File: src/rtl/bp_pkg.sv
// Shared types and constants for the branch prediction table.
// Holds the counter type, controller state enum and counter limits.
package bp_pkg;

    typedef logic [1:0] cnt_t;

    typedef enum logic {
        IDLE  = 1'b0,
        SWEEP = 1'b1
    } state_t;

    localparam cnt_t CNT_MAX = 2'd3;
    localparam cnt_t CNT_MIN = 2'd0;

endpackage

File: src/rtl/bp_sat_counter.sv
// 2-bit saturating counter next-value logic.
// Ports: cnt (current), taken (direction), next_cnt (updated value).
module bp_sat_counter
    import bp_pkg::*;
(
    input  cnt_t cnt,
    input  logic taken,
    output cnt_t next_cnt
);

    always_comb begin
        next_cnt = cnt;
        if (taken) begin
            if (cnt != CNT_MAX) next_cnt = cnt + 2'd1;
        end else begin
            if (cnt != CNT_MIN) next_cnt = cnt - 2'd1;
        end
    end

endmodule

File: src/rtl/branch_predict_table_ctrl.sv
// Fully associative branch target table with 2-bit counters.
// Ports: IF_* lookup, EX_* resolve/update, Flush starts a clear sweep
// reported on Busy; CLK rising edge, RST_N async active-low.
module branch_predict_table_ctrl
    import bp_pkg::*;
#(
    parameter int   ENTRIES   = 8,
    parameter int   PC_W      = 32,
    parameter cnt_t CNT_ALLOC = 2'd3
) (
    input  logic            CLK,
    input  logic            RST_N,
    input  logic [PC_W-1:0] IF_PC,
    output logic            IF_Hit,
    output logic            IF_JumpPredict,
    output logic [PC_W-1:0] IF_Target,
    input  logic            EX_Valid,
    input  logic [PC_W-1:0] EX_PC,
    input  logic            EX_Success,
    input  logic [PC_W-1:0] EX_Target,
    input  logic            Flush,
    output logic            Busy
);

    localparam int IW = $clog2(ENTRIES);
    localparam logic [IW-1:0] LAST = IW'(ENTRIES - 1);

    state_t r_state;
    state_t w_state_nxt;

    logic [ENTRIES-1:0] r_valid;
    logic [PC_W-1:0]    r_tag [ENTRIES];
    logic [PC_W-1:0]    r_tgt [ENTRIES];
    cnt_t               r_cnt [ENTRIES];
    logic [IW-1:0]      r_rr;
    logic [IW-1:0]      r_sidx;

    logic          w_if_hit;
    logic [IW-1:0] w_if_idx;
    logic          w_ex_hit;
    logic [IW-1:0] w_ex_idx;
    logic          w_any_inv;
    logic [IW-1:0] w_vic;
    logic          w_ex_en;
    logic          w_upd;
    logic          w_alloc;
    logic          w_sweep_done;
    cnt_t          w_cnt_nxt;

    // Tags are unique, so at most one entry can match either port.
    always_comb begin
        w_if_hit = 1'b0;
        w_if_idx = '0;
        w_ex_hit = 1'b0;
        w_ex_idx = '0;
        for (int i = 0; i < ENTRIES; i++) begin
            if (r_valid[i] && r_tag[i] == IF_PC) begin
                w_if_hit = 1'b1;
                w_if_idx = IW'(i);
            end
            if (r_valid[i] && r_tag[i] == EX_PC) begin
                w_ex_hit = 1'b1;
                w_ex_idx = IW'(i);
            end
        end
    end

    // Descending scan leaves the lowest free slot selected.
    always_comb begin
        w_any_inv = 1'b0;
        w_vic     = r_rr;
        for (int i = ENTRIES - 1; i >= 0; i--) begin
            if (!r_valid[i]) begin
                w_any_inv = 1'b1;
                w_vic     = IW'(i);
            end
        end
    end

    bp_sat_counter u_cnt (
        .cnt      (r_cnt[w_ex_idx]),
        .taken    (EX_Success),
        .next_cnt (w_cnt_nxt)
    );

    always_ff @(posedge CLK or negedge RST_N) begin
        if (!RST_N) r_state <= IDLE;
        else        r_state <= w_state_nxt;
    end

    always_comb begin
        w_state_nxt = r_state;
        unique case (r_state)
            IDLE:    if (Flush) w_state_nxt = SWEEP;
            SWEEP:   if (!Flush && r_sidx == LAST) w_state_nxt = IDLE;
            default: w_state_nxt = IDLE;
        endcase
    end

    // Flush has priority over any EX update in the same cycle.
    always_comb begin
        Busy         = (r_state == SWEEP);
        w_ex_en      = (r_state == IDLE) && !Flush && EX_Valid;
        w_sweep_done = Busy && !Flush && (r_sidx == LAST);
    end

    assign w_upd   = w_ex_en && w_ex_hit;
    assign w_alloc = w_ex_en && !w_ex_hit && EX_Success;

    always_ff @(posedge CLK or negedge RST_N) begin
        if (!RST_N) begin
            r_valid <= '0;
            r_rr    <= '0;
            r_sidx  <= '0;
        end else if (Busy) begin
            r_valid[r_sidx] <= 1'b0;
            r_sidx <= Flush ? '0 : r_sidx + IW'(1);
            if (w_sweep_done) r_rr <= '0;
        end else if (Flush) begin
            r_sidx <= '0;
        end else if (w_alloc) begin
            r_valid[w_vic] <= 1'b1;
            if (!w_any_inv) r_rr <= r_rr + IW'(1);
        end
    end

    // Payload is qualified by the valid bits, so it needs no reset.
    always_ff @(posedge CLK) begin
        if (w_upd) begin
            r_cnt[w_ex_idx] <= w_cnt_nxt;
            if (EX_Success) r_tgt[w_ex_idx] <= EX_Target;
        end else if (w_alloc) begin
            r_tag[w_vic] <= EX_PC;
            r_tgt[w_vic] <= EX_Target;
            r_cnt[w_vic] <= CNT_ALLOC;
        end
    end

    always_comb begin
        IF_Hit         = w_if_hit && !Busy;
        IF_JumpPredict = IF_Hit && r_cnt[w_if_idx][1];
        IF_Target      = IF_Hit ? r_tgt[w_if_idx] : '0;
    end

endmodule

File: config.mk
export PLATFORM = sky130hd
export DESIGN_NAME = branch_predict_table_ctrl
export DESIGN_NICKNAME = d
export VERILOG_FILES = /design/src/rtl/bp_pkg.sv /design/src/rtl/bp_sat_counter.sv /design/src/rtl/branch_predict_table_ctrl.sv
export SDC_FILE = /design/constraint.sdc
export NUM_CORES = 1
export LEC_CHECK = 0
export CORE_MARGIN = 10
export CORE_UTILIZATION = 45
export CTS_CLUSTER_DIAMETER = 100
export DETAILED_ROUTE_END_ITERATION = 6
export PLACE_DENSITY_LB_ADDON = 0.05
export SKIP_LAST_GASP = 1
export SYNTH_ARGS = -nofsm -noshare
export SYNTH_HDL_FRONTEND = slang
export SYNTH_SLANG_ARGS = --single-unit
File: constraint.sdc
create_clock -name CLK -period 5.7 [get_ports CLK]
set_clock_uncertainty 0.05 [all_clocks]
set_input_delay 1.425 -clock CLK [delete_from_list [all_inputs] [get_ports CLK]]
set_output_delay 1.425 -clock CLK [all_outputs]
set_load 0.03 [all_outputs]
* Word-level counts from Yosys, hierarchy flattened
Memory sizes are Yosys's and may differ from the RTL's. Cells that the tools add are included. Widths: inputs -> output; s select.
Storage, ports and cells: RAM bits 528, bits of input ports 101, register bits after elaboration 15, memories kept 3, output and inout bits 35
Cells by class: equality and inequality tests 21, bitwise operators 4, muxes and demuxes 82, add/subtract/negate cells 4, $lt $le $gt $ge 4, reduce and logical (&&, ||, !) cells 38
Memories:
- r_tag | words 8, bits a word 32, rd ports 8, clocked after memory_dff 0, wr ports 1, RTL line branch_predict_table_ctrl.sv:32 | logic [PC_W-1:0] r_tag [ENTRIES];
- r_tgt | words 8, bits a word 32, rd ports 1, clocked after memory_dff 0, wr ports 1, RTL line branch_predict_table_ctrl.sv:33 | logic [PC_W-1:0] r_tgt [ENTRIES];
- r_cnt | words 8, bits a word 2, rd ports 2, clocked after memory_dff 0, wr ports 1, RTL line branch_predict_table_ctrl.sv:34 | cnt_t r_cnt [ENTRIES];
Operator list (number):
- $eq 32x32->1 | 16
- $mux 3 | 30
- $mux 32 | 2
- $mux 1 | 40
- $reduce_or 32->1 | 1
- $logic_and 1x1->1 | 28
- $mux 8 | 3
- $and 8x8->8 | 1
- $lt 3x4->1 const B | 2
- $mux 2 | 4
- $not 8->8 | 1
- $or 8x8->8 | 1
- $add 3x1->3 const B | 2
- $demux 1 s3 | 2
- $ge 3x1->1 const B | 2
- $reduce_bool 2->1 | 3
- $ne 2x1->1 const B | 2
- $ne 2x2->1 const B | 2
- $reduce_and 4->1 | 1
- $eq 3x3->1 const B | 1
- $logic_not 1->1 | 3
- $add 2x1->2 const B | 1
- $pmux 1 s2 | 1
- $reduce_and 2->1 | 1
- 3 further kinds | 3

* Depth between registers and ports, before layout
Gate-level depths: netlist of the first run. An unclocked memory read counts as a cell.
depth after elaboration 19, gate-level depth with buffers 15, gate-level depth less buffers 11

* By module
From an unflattened synthesis of the first run, not the netlist that was laid out.
Unflattened totals: cell total of the unflattened synthesis 2244, area, all modules 27568.9 um2
By module, submodules not included:
- branch_predict_table_ctrl | area an instance 27542.7 um2, cells each 2241, instances 1, seq. area each 16230.6 um2
- bp_sat_counter | area an instance 26.3 um2, cells each 3, instances 1, seq. area each 0.0 um2

* Least setup slack after synthesis of the first run
No wires, ideal clock.
kind input-to-reg, start point input port EX_PC[1], end point memory r_tag[1][0], enable pin, stages on the path 12, setup slack -1.165 ns, arrival 6.312 ns, library setup time 0.503 ns, data required time 5.147 ns, cell sequence buf_2 xor2_1 nor4_1 nand4_1 or4_1 clkbuf_1 nand2_1 or2_1 buf_2 nor2_1 nand2_1 nor4_1
On the way: word-level cells in the longest chain between the ends 16
Ends and longest elaborated chain:
- from (decl) | RTL line branch_predict_table_ctrl.sv:18 | input logic [PC_W-1:0] EX_PC,
- $eq 32x32->1 | RTL line branch_predict_table_ctrl.sv:61 | if (r_valid[i] && r_tag[i] == EX_PC) begin
- $logic_and 1x1->1 | RTL line branch_predict_table_ctrl.sv:61
- $mux 1 (7 in a row) | RTL line branch_predict_table_ctrl.sv:61
- $mux 1 (*) | RTL line branch_predict_table_ctrl.sv:61
- $logic_not 1->1 | RTL line branch_predict_table_ctrl.sv:108 | assign w_alloc = w_ex_en && !w_ex_hit && EX_Success;
- $logic_and 1x1->1 (2 in a row) | RTL line branch_predict_table_ctrl.sv:108
- $mux 1 | RTL line branch_predict_table_ctrl.sv:132 | end else if (w_alloc) begin
- $mux 1 (*) | RTL line branch_predict_table_ctrl.sv:129 | if (w_upd) begin
- $mux 1 (not written as such) (*) | RTL line branch_predict_table_ctrl.sv:133 | r_tag[w_vic] <= EX_PC;
- to (decl) | RTL line branch_predict_table_ctrl.sv:32
Every way passes the cells marked *; elsewhere a longest branch is shown, timed or not.

* Worst setup path after layout of the first run
start point input port IF_PC[25], end point output port IF_Target[22]
On the way: word-level cells in the longest chain between the ends 12
Ends and longest elaborated chain:
- from (decl) | RTL line branch_predict_table_ctrl.sv:13 | input logic [PC_W-1:0] IF_PC,
- branches (longest 11 deep; another with $mem_v2 8x32)
- $mux 32 (*) | RTL line branch_predict_table_ctrl.sv:142 | IF_Target = IF_Hit ? r_tgt[w_if_idx] : '0;
- to (decl) | RTL line branch_predict_table_ctrl.sv:16 | output logic [PC_W-1:0] IF_Target,
Every way passes the cells marked *.

==> results of run 1 <==
[cells in the mapped netlist (3+ instances only)]
cell type  count
or2_2          3
nand3b_1       3
edfxtp_1     528
o21ai_0       88
nor3b_1        3
xor2_1       260
clkbuf_1      22
buf_2         59
inv_1         51
nor2b_1        4
buf_6         11
nand4b_1       6
or3_1          3
nand2b_1      14
nor2_1        33
nand3_1       23
xnor2_1      249
or4_1          8
o211ai_1      34
nor3_1        20
a21oi_1        8
mux2i_1       71
dfrtp_1       15
a221oi_1      12
nand2_1       39
a221oi_2      23
o21a_1         3
nor4_1        98
buf_4          7
nor4b_1        5
ha_1           3
mux2_2        36
nand4_1       81
[cell type report]
class	count	area, um^2
Fill cell	4478	22400
Multi-Input combinational cell	1175	10700
Inverter	51	191
Tap cell	765	957
Antenna cell	1	2.50
Clock buffer	72	1540
Timing Repair Buffer	448	5300
Clock inverter	32	320
Sequential cell	543	16200
[metrics by stage]
step | setup slack, ns | setup TNS [ns] | instance area [um^2]
floorplan | -0.210 | -13.60 | 26700
global placement | -1.20 | -38.65 | 31400
detailed placement | -1.28 | -41.27 | 31400
CTS | -0.482 | -14.09 | 35000
global route | -0.568 | -16.85 | 35300
finish | -0.508 | -14.88 | 35300
[layer usage]
metal  vias up  GRT usage, %
li1       7826             -
met1      9056          34.4
met2       695          45.0
met3       179          3.28
met4         0          11.3
met5         -             0
[worst register-to-register path, delay by kind of cell (launching register included)]
kind / cells / cell delay, ns
muxes: 1 / 0.33
xor gates and xnor gates: 1 / 0.20
DFF: 1 / 0.50
AOI/OAI and AO/OA: 6 / 1.33
buffers and inverters: 3 / 0.54
and+or+nand+nor: 3 / 0.92
[placed cells by master (no fill, tap or decap), drive strengths merged, types with 36 or more instances in the layout]
master         instances
edfxtp               528
buf                  369
xor2                 260
xnor2                250
nor4                  98
o21ai                 90
nand4                 81
clkbuf                79
mux2i                 71
clkdlybuf4s50         69
inv                   52
nand2                 41
mux2                  36
[report_power, final]
group / internal [uW] / switching [uW] / total [uW] / leakage, uW
Combinational: 342 / 432 / 774 / 0.00627
Sequential: 4390 / 46.0 / 4440 / 0.00494
Clock: 2180 / 1560 / 3740 / 0.000912
Total: 6910 / 2040 / 8950 / 0.0121
[worst min-delay path by stage]
stage                end  slack (ns)  depth (start not counted)
6_report       r_sidx[0]        0.54                          2
5_1_grt        r_sidx[0]        0.59                          2
4_1_cts        r_sidx[0]        0.54                          2
3_5_place_dp   r_sidx[0]        0.53                          2
3_3_place_gp     r_rr[2]        0.51                          2
2_1_floorplan    r_rr[2]        0.47                          2
[cell families (layout without fill, tap and decap cells)]
logic type | after synthesis | count (layout) | share of synthesized area, %
AO/OA/AOI/OAI | 198 | 198 | 5.65
XOR/XNOR | 510 | 510 | 17.1
adder cells (fa/ha/maj) | 3 | 3 | 0.143
buffers and inverters | 153 | 603 | 3.04
flip-flops | 543 | 543 | 61.9
multiplexers | 107 | 107 | 4.26
other | 0 | 1 | 0
AND/OR/NAND/NOR | 357 | 357 | 7.94
[flip-flops by register name, summed over array words and instances, names as in the netlist]
name / flops
r_tag: 256
r_tgt: 256
r_valid: 8
r_rr: 3
r_cnt: 16
Busy: 1
r_sidx: 3
[repair_timing]
action | in CTS | in global routing
hold buffers | 0 | 0
setup buffers | 70 | 13
endpoints found under the setup margin | 34 | 34
pin swaps | 77 | 79
endpoints found under the hold margin | 0 | 0
resized for setup | 296 | 96
gates cloned | 9 | 3
==> results by group, run 1 <==
Run status
  – Status: finished, violations left
  – Failing checks: setup timing

Drt
  – Routed WL: ~92000 um
  – Met2 WL post-DR: between 40000 and 50000 um
  – Detailed Routing Iterations Pass 1: 6
  – Initial DRC count: 1689
  – Vias per cell: about 5.8
  – Vias: 17800
  – DRC viols: 0
  – M1 wire length: between 30000 and 40000 um
  – DRT antenna net count: 0
  – DR top layer: met4
  – Met3 WL: between 5000 and 6000 um
  – DR WL/cell: around 30 um

Setup path
  – Req. time, crit path: 4.22 ns
  – RR Endpoint: r_cnt[7][1]
  – CP Cell Sequence: buf_2, buf_12, buf_12, xnor2_1, nand4_1, nor4_2, nand4_1, or4_4, a21boi_4, o21ai_4, buf_6, buf_12, buf_12, buf_16, mux2i_4, a221oi_4, buf_6
  – Worst setup EP type: output port
  – Crit path max-delay family: simple AND/OR/NAND/NOR gates
  – CP peak stage delay: a little under 0.6 ns
  – CP Depth: 17
  – R2R setup slack: 1.55 ns
  – Most used cell, CP: buf_12
  – Worst Reg-to-Reg Cells: 14
  – Crit path launch type: input pin
  – Crit path buffers/inverters: 8
  – Setup CP Type: in2out
  – Critical path peak fanout: 5
  – Crit path DAT: 4.73 ns
  – Worst setup path endpoint: IF_Target[22]
  – Slowest CP cell: or4_4
  – Setup crit start: IF_PC[25]
  – Worst reg2reg path startpoint: r_tag[1][8]

Timing
  – Hold slack: 0.539 ns
  – Endpoints failing setup: 34
  – Min Clock Period, post-route: a little over 6 ns
  – Slew HR: around a quarter
  – Hold Fails Final Rpt: 0
  – Max Freq: approximately 160 MHz
  – Worst slew pin tran: between 1 and 1.5 ns
  – Period utilization: 109%
  – Fin. max-slew vios: 0
  – Unrepaired setup endpoints after global routing: yes
  – Worst setup margin: -0.508 ns

Yosys
  – Netlist cell types: between 70 and 80
  – Seq/Total Area, Yosys: about three fifths
  – Post-Syn Instances: ~1900
  – Async SR Flop Fraction: under 10%
  – Ranking of synthesized cells by area: edfxtp_1, xor2_1, xnor2_1
  – Mapped cell area: ~26000 um^2
  – Syn Nets: ~2000
  – Share of the synthesized area in the top cell type: between 60 and 70%
  – Synthesis-stage register bit count: about 540
  – Avg Cell Area, Syn: between 10 and 15 um^2
  – Post-synth EDFFs: about 530
  – Area leader, netlist: edfxtp_1
  – Ys Warns: 0
  – Synth Flop Type: edfxtp_1

Min path
  – Hold Crit Class: reg2reg
  – HP Start: r_sidx[0]

Placement
  – Post-Place Cells: ~2900
  – PortBufs: ~140
  – Detailed Place HPWL: 63900 um
  – GPL Wtd Cong: between 0.9 and 1

Power and ir drop
  – Total Power: approximately 9000 uW
  – Max VDD drop: 228 uV
  – Leak pwr: ~0.012 uW
  – Pwr Density: between 200 and 300 nW/um^2

Clock tree
  – Num CTS Buffers: 57
  – Clk pin slew, worst setup/hold paths: 0.06 ns
  – TritonCTS clock tree: yes
  – Clock latency on the worst-skew pair: slightly above 0.6 ns
  – Htree depth: 2
  – Root buffer cell: clkbuf_16
  – Clock sink count: roughly 540
  – Max Root-Sink Buffers: 3

Floorplan
  – Die Ht: around 260 um
  – Die ar.: 68300 um^2
  – Die Span X: about 260 um
  – Ports: 136
  – Core Footprint: approximately 58000 um^2
  – Core Rows: 88
  – Initial core utilization: 45.4%

Global routing
  – Gr ovfl total: 0
  – Initial antenna violation count: 1
  – Vias in the first global route: between 15000 and 20000
  – First-pass GRT wire length: about 130000 um
  – Total GRT Usage: between 20% and 30%
  – Pin count of the biggest net entering global routing: a little over 40

Layout
  – Final #Nets: 2380
  – Share of layout cells above drive strength 1: between 20% and 30%
  – Synth-to-Final Area Change: 34.5%
  – Final Util: 61.1%
  – Finished Layout Cells: ~3100

Run
  – Max-Cap Viols: 0
Note: power is estimated with default switching activity, not from simulation.
==> run 2, diff against run 1 <==
- PLACE_DENSITY: not set -> 0.65
- PLACE_DENSITY_LB_ADDON: 0.05 -> not set
==> run 2 against run 1 <==
  * The flow still finishes with violations (setup timing)
  * Setup slack worse by 0.043 ns
  * Routed wire length up 0.48%
  * Clock-buffer cell count down 5
  * Worst hold slack worse by 0.0068 ns
  * Clock power up 2%
  * Via count up 3.8%
  * Sequential share of layout area down 0.19 points
  * Die area unchanged
  * Critical endpoint is now IF_Target[26]
==> results by group, run 2 (same netlist as run 1, synthesis figures left out) <==
Run status
  – Status: finished, violations left
  – Failing checks: setup timing

Drt
  – Detailed Routing Iterations Pass 1: 5 (-1)
  – DR WL/cell: 29.4 um (-1.6%)
  – DRC viols: 0 (unchanged)
  – DRT antenna net count: 0 (unchanged)
  – Routed WL: 92700 um (+0.48%)
  – Vias: 18400 (+3.8%)
  – Vias per cell: 5.85 (+1.6%)
  – Initial DRC count: 2005 (+19%)

Floorplan
  – Die Span X: 261 um (unchanged)
  – Ports: 136 (unchanged)
  – Core Footprint: 57700 um^2 (unchanged)
  – Die ar.: 68300 um^2 (unchanged)
  – Core Rows: 88 (unchanged)
  – Die Ht: 261 um (unchanged)
  – Initial core utilization: 45.4% (unchanged)

Global routing
  – Pin count of the biggest net entering global routing: 55 (+34%)
  – Initial antenna violation count: 3 (+2)
  – Vias in the first global route: 18400 (+3.1%)
  – Total GRT Usage: 26.4% (-0.24 points)
  – First-pass GRT wire length: 130000 um (+0.37%)
  – Gr ovfl total: 0 (unchanged)

Setup path
  – Crit path DAT: 4.78 ns (+0.05 ns)
  – Worst setup path endpoint: IF_Target[26]
  – Setup CP Type: in2out
  – RR Endpoint: r_tgt[3][5]
  – Worst Reg-to-Reg Cells: 10 (-4)
  – Critical path peak fanout: 4 (-1)
  – R2R setup slack: 1.35 ns (-0.20 ns)
  – Req. time, crit path: 4.22 ns (about the same)
  – Crit path launch type: input pin
  – Worst reg2reg path startpoint: r_tag[3][8]
  – Worst setup EP type: output port
  – Setup crit start: IF_PC[22]

Timing
  – Worst slew pin tran: 1.21 ns (+0.0998 ns)
  – Max Freq: 160 MHz (-0.68%)
  – Period utilization: 110% (+0.75 points)
  – Slew HR: 19.1% (-6.5 points)
  – Min Clock Period, post-route: 6.25 ns (+0.0428 ns)
  – Unrepaired setup endpoints after global routing: yes
  – Total negative slack: -16.11 ns (-1.23 ns)
  – Hold Fails Final Rpt: 0 (unchanged)
  – Endpoints failing setup: 34 (unchanged)
  – Fin. max-slew vios: 0 (unchanged)
  – Worst setup margin: -0.551 ns (-0.0428 ns)
  – Hold slack: 0.533 ns (-0.00683 ns)

Layout
  – Commonest non-fill, non-tap cells in the layout: edfxtp_1, buf_4, xor2_1, xnor2_1, nor4_1
  – Top flop regs: r_tag x256, r_tgt x256, r_cnt x16
  – Commonest non-fill, non-tap cell in the layout: edfxtp_1
  – Share of layout cells above drive strength 1: 30.9% (+2.1 points)
  – Filler instances: 4296 (-4.1%)
  – Final Util: 61.4% (+0.26 points)
  – Synth-to-Final Area Change: 35.1%
  – Finished Layout Cells: 3152 (+2.1%)
  – Fin area: 35400 um^2 (+0.42%)
  – N_diodes: 0 (-1)
  – Final #Nets: 2444 (+2.7%)

Placement
  – PortBufs: 135 (unchanged)
  – GPL Wtd Cong: 1.02 (+7.1%)
  – Post-Place Cells: 2996 (+3.2%)
  – Detailed Place HPWL: 65400 um (+2.2%)
  – Placed Instance Area: 31600 um^2 (+0.89%)

Min path
  – Hold Crit Class: reg2reg
  – HP Start: r_sidx[0]

Clock tree
  – Clk pin slew, worst setup/hold paths: 0.06 ns (about the same)
  – Max Root-Sink Buffers: 3 (unchanged)
  – Htree depth: 2 (unchanged)
  – Num CTS Buffers: 58 (+1.8%)
  – Root buffer cell: clkbuf_16
  – TritonCTS clock tree: yes
  – Hold bufs inserted after CTS: 0 (unchanged)
  – Clock latency on the worst-skew pair: 0.66 ns (+0.04 ns)
  – Clock sink count: 543 (unchanged)

Power and ir drop
  – Max VDD drop: 283 uV (+24%)
  – Leak pwr: 0.0122 uW (+0.99%)
  – Pwr Density: 255 nW/um^2 (+0.44%)

Run
  – Max-Cap Viols: 0 (unchanged)
run 2: cell count changes in the layout (fill, tap and decap cells not counted), moves of 16 or more:
cell,before,now
buf_12,106,73
buf_4,178,260
mux2_2,14,34
mux2_4,22,2
mux2i_1,38,11
mux2i_2,20,36
run 2: through the flow:
stage / worst slack, ns / total power (uW)
3_3_place_gp: -1.39 / 5230
6_report: -0.551 / 9030
2_1_floorplan: -0.210 / 4780
4_1_cts: -0.486 / 9040
5_1_grt: -0.620 / 9260
3_5_place_dp: -1.44 / 5230
run 2: cell type report:
| class | count | area, um^2 | share of cell area (%) |
|---|---|---|---|
| Clock buffer | 67 | 1490 | 4.19 |
| Clock inverter | 40 | 419 | 1.18 |
| Inverter | 51 | 191 | 0.541 |
| Multi-Input combinational cell | 1175 | 10700 | 30.3 |
| Sequential cell | 543 | 16200 | 45.8 |
| Tap cell | 765 | 957 | 2.70 |
| Timing Repair Buffer | 511 | 5400 | 15.2 |
run 2: power by group:
group	switching [uW]	internal, uW
Clock	1650	2150
Combinational	441	352
Sequential	42.8	4390
run 2: repair_timing:
| item | CTS | global route |
|---|---|---|
| setup buffers | 37 | 12 |
| cloned | 5 | 6 |
| pin swaps | 72 | 48 |
| resized for setup | 276 | 75 |
| setup endpoints to repair | 34 | 34 |
run 2: worst min-delay path by stage:
stage	end	slack [ns]	cells after the start
5_1_grt	r_sidx[0]	0.56	2
6_report	r_sidx[0]	0.53	2
3_3_place_gp	r_rr[2]	0.50	2
3_5_place_dp	r_rr[2]	0.53	2
4_1_cts	r_sidx[0]	0.54	2
2_1_floorplan	r_rr[2]	0.47	2
run 2: layer usage:
metal	global-route usage, %	vias up	share of wire [%]
li1	-	7944	-
met4	9.28	2	3.9
met2	40.6	1014	45
met5	0	-	0.013
met3	6.52	189	10
met1	36.1	9280	41
run 2: worst max-delay path, stage by stage:
cell       delay, ns
buf_8           0.10
buf_6           0.12
xnor2_4         0.17
buf_6           0.14
nand4_1         0.17
nor4_2          0.36
nand4_1         0.15
or4_4           0.57
nand2b_4        0.18
nand2_4         0.08
a21boi_4        0.07
o21ai_4         0.15
buf_12          0.14
clkbuf_16       0.17
clkbuf_16       0.18
mux2i_2         0.10
a221oi_4        0.32
buf_6           0.17
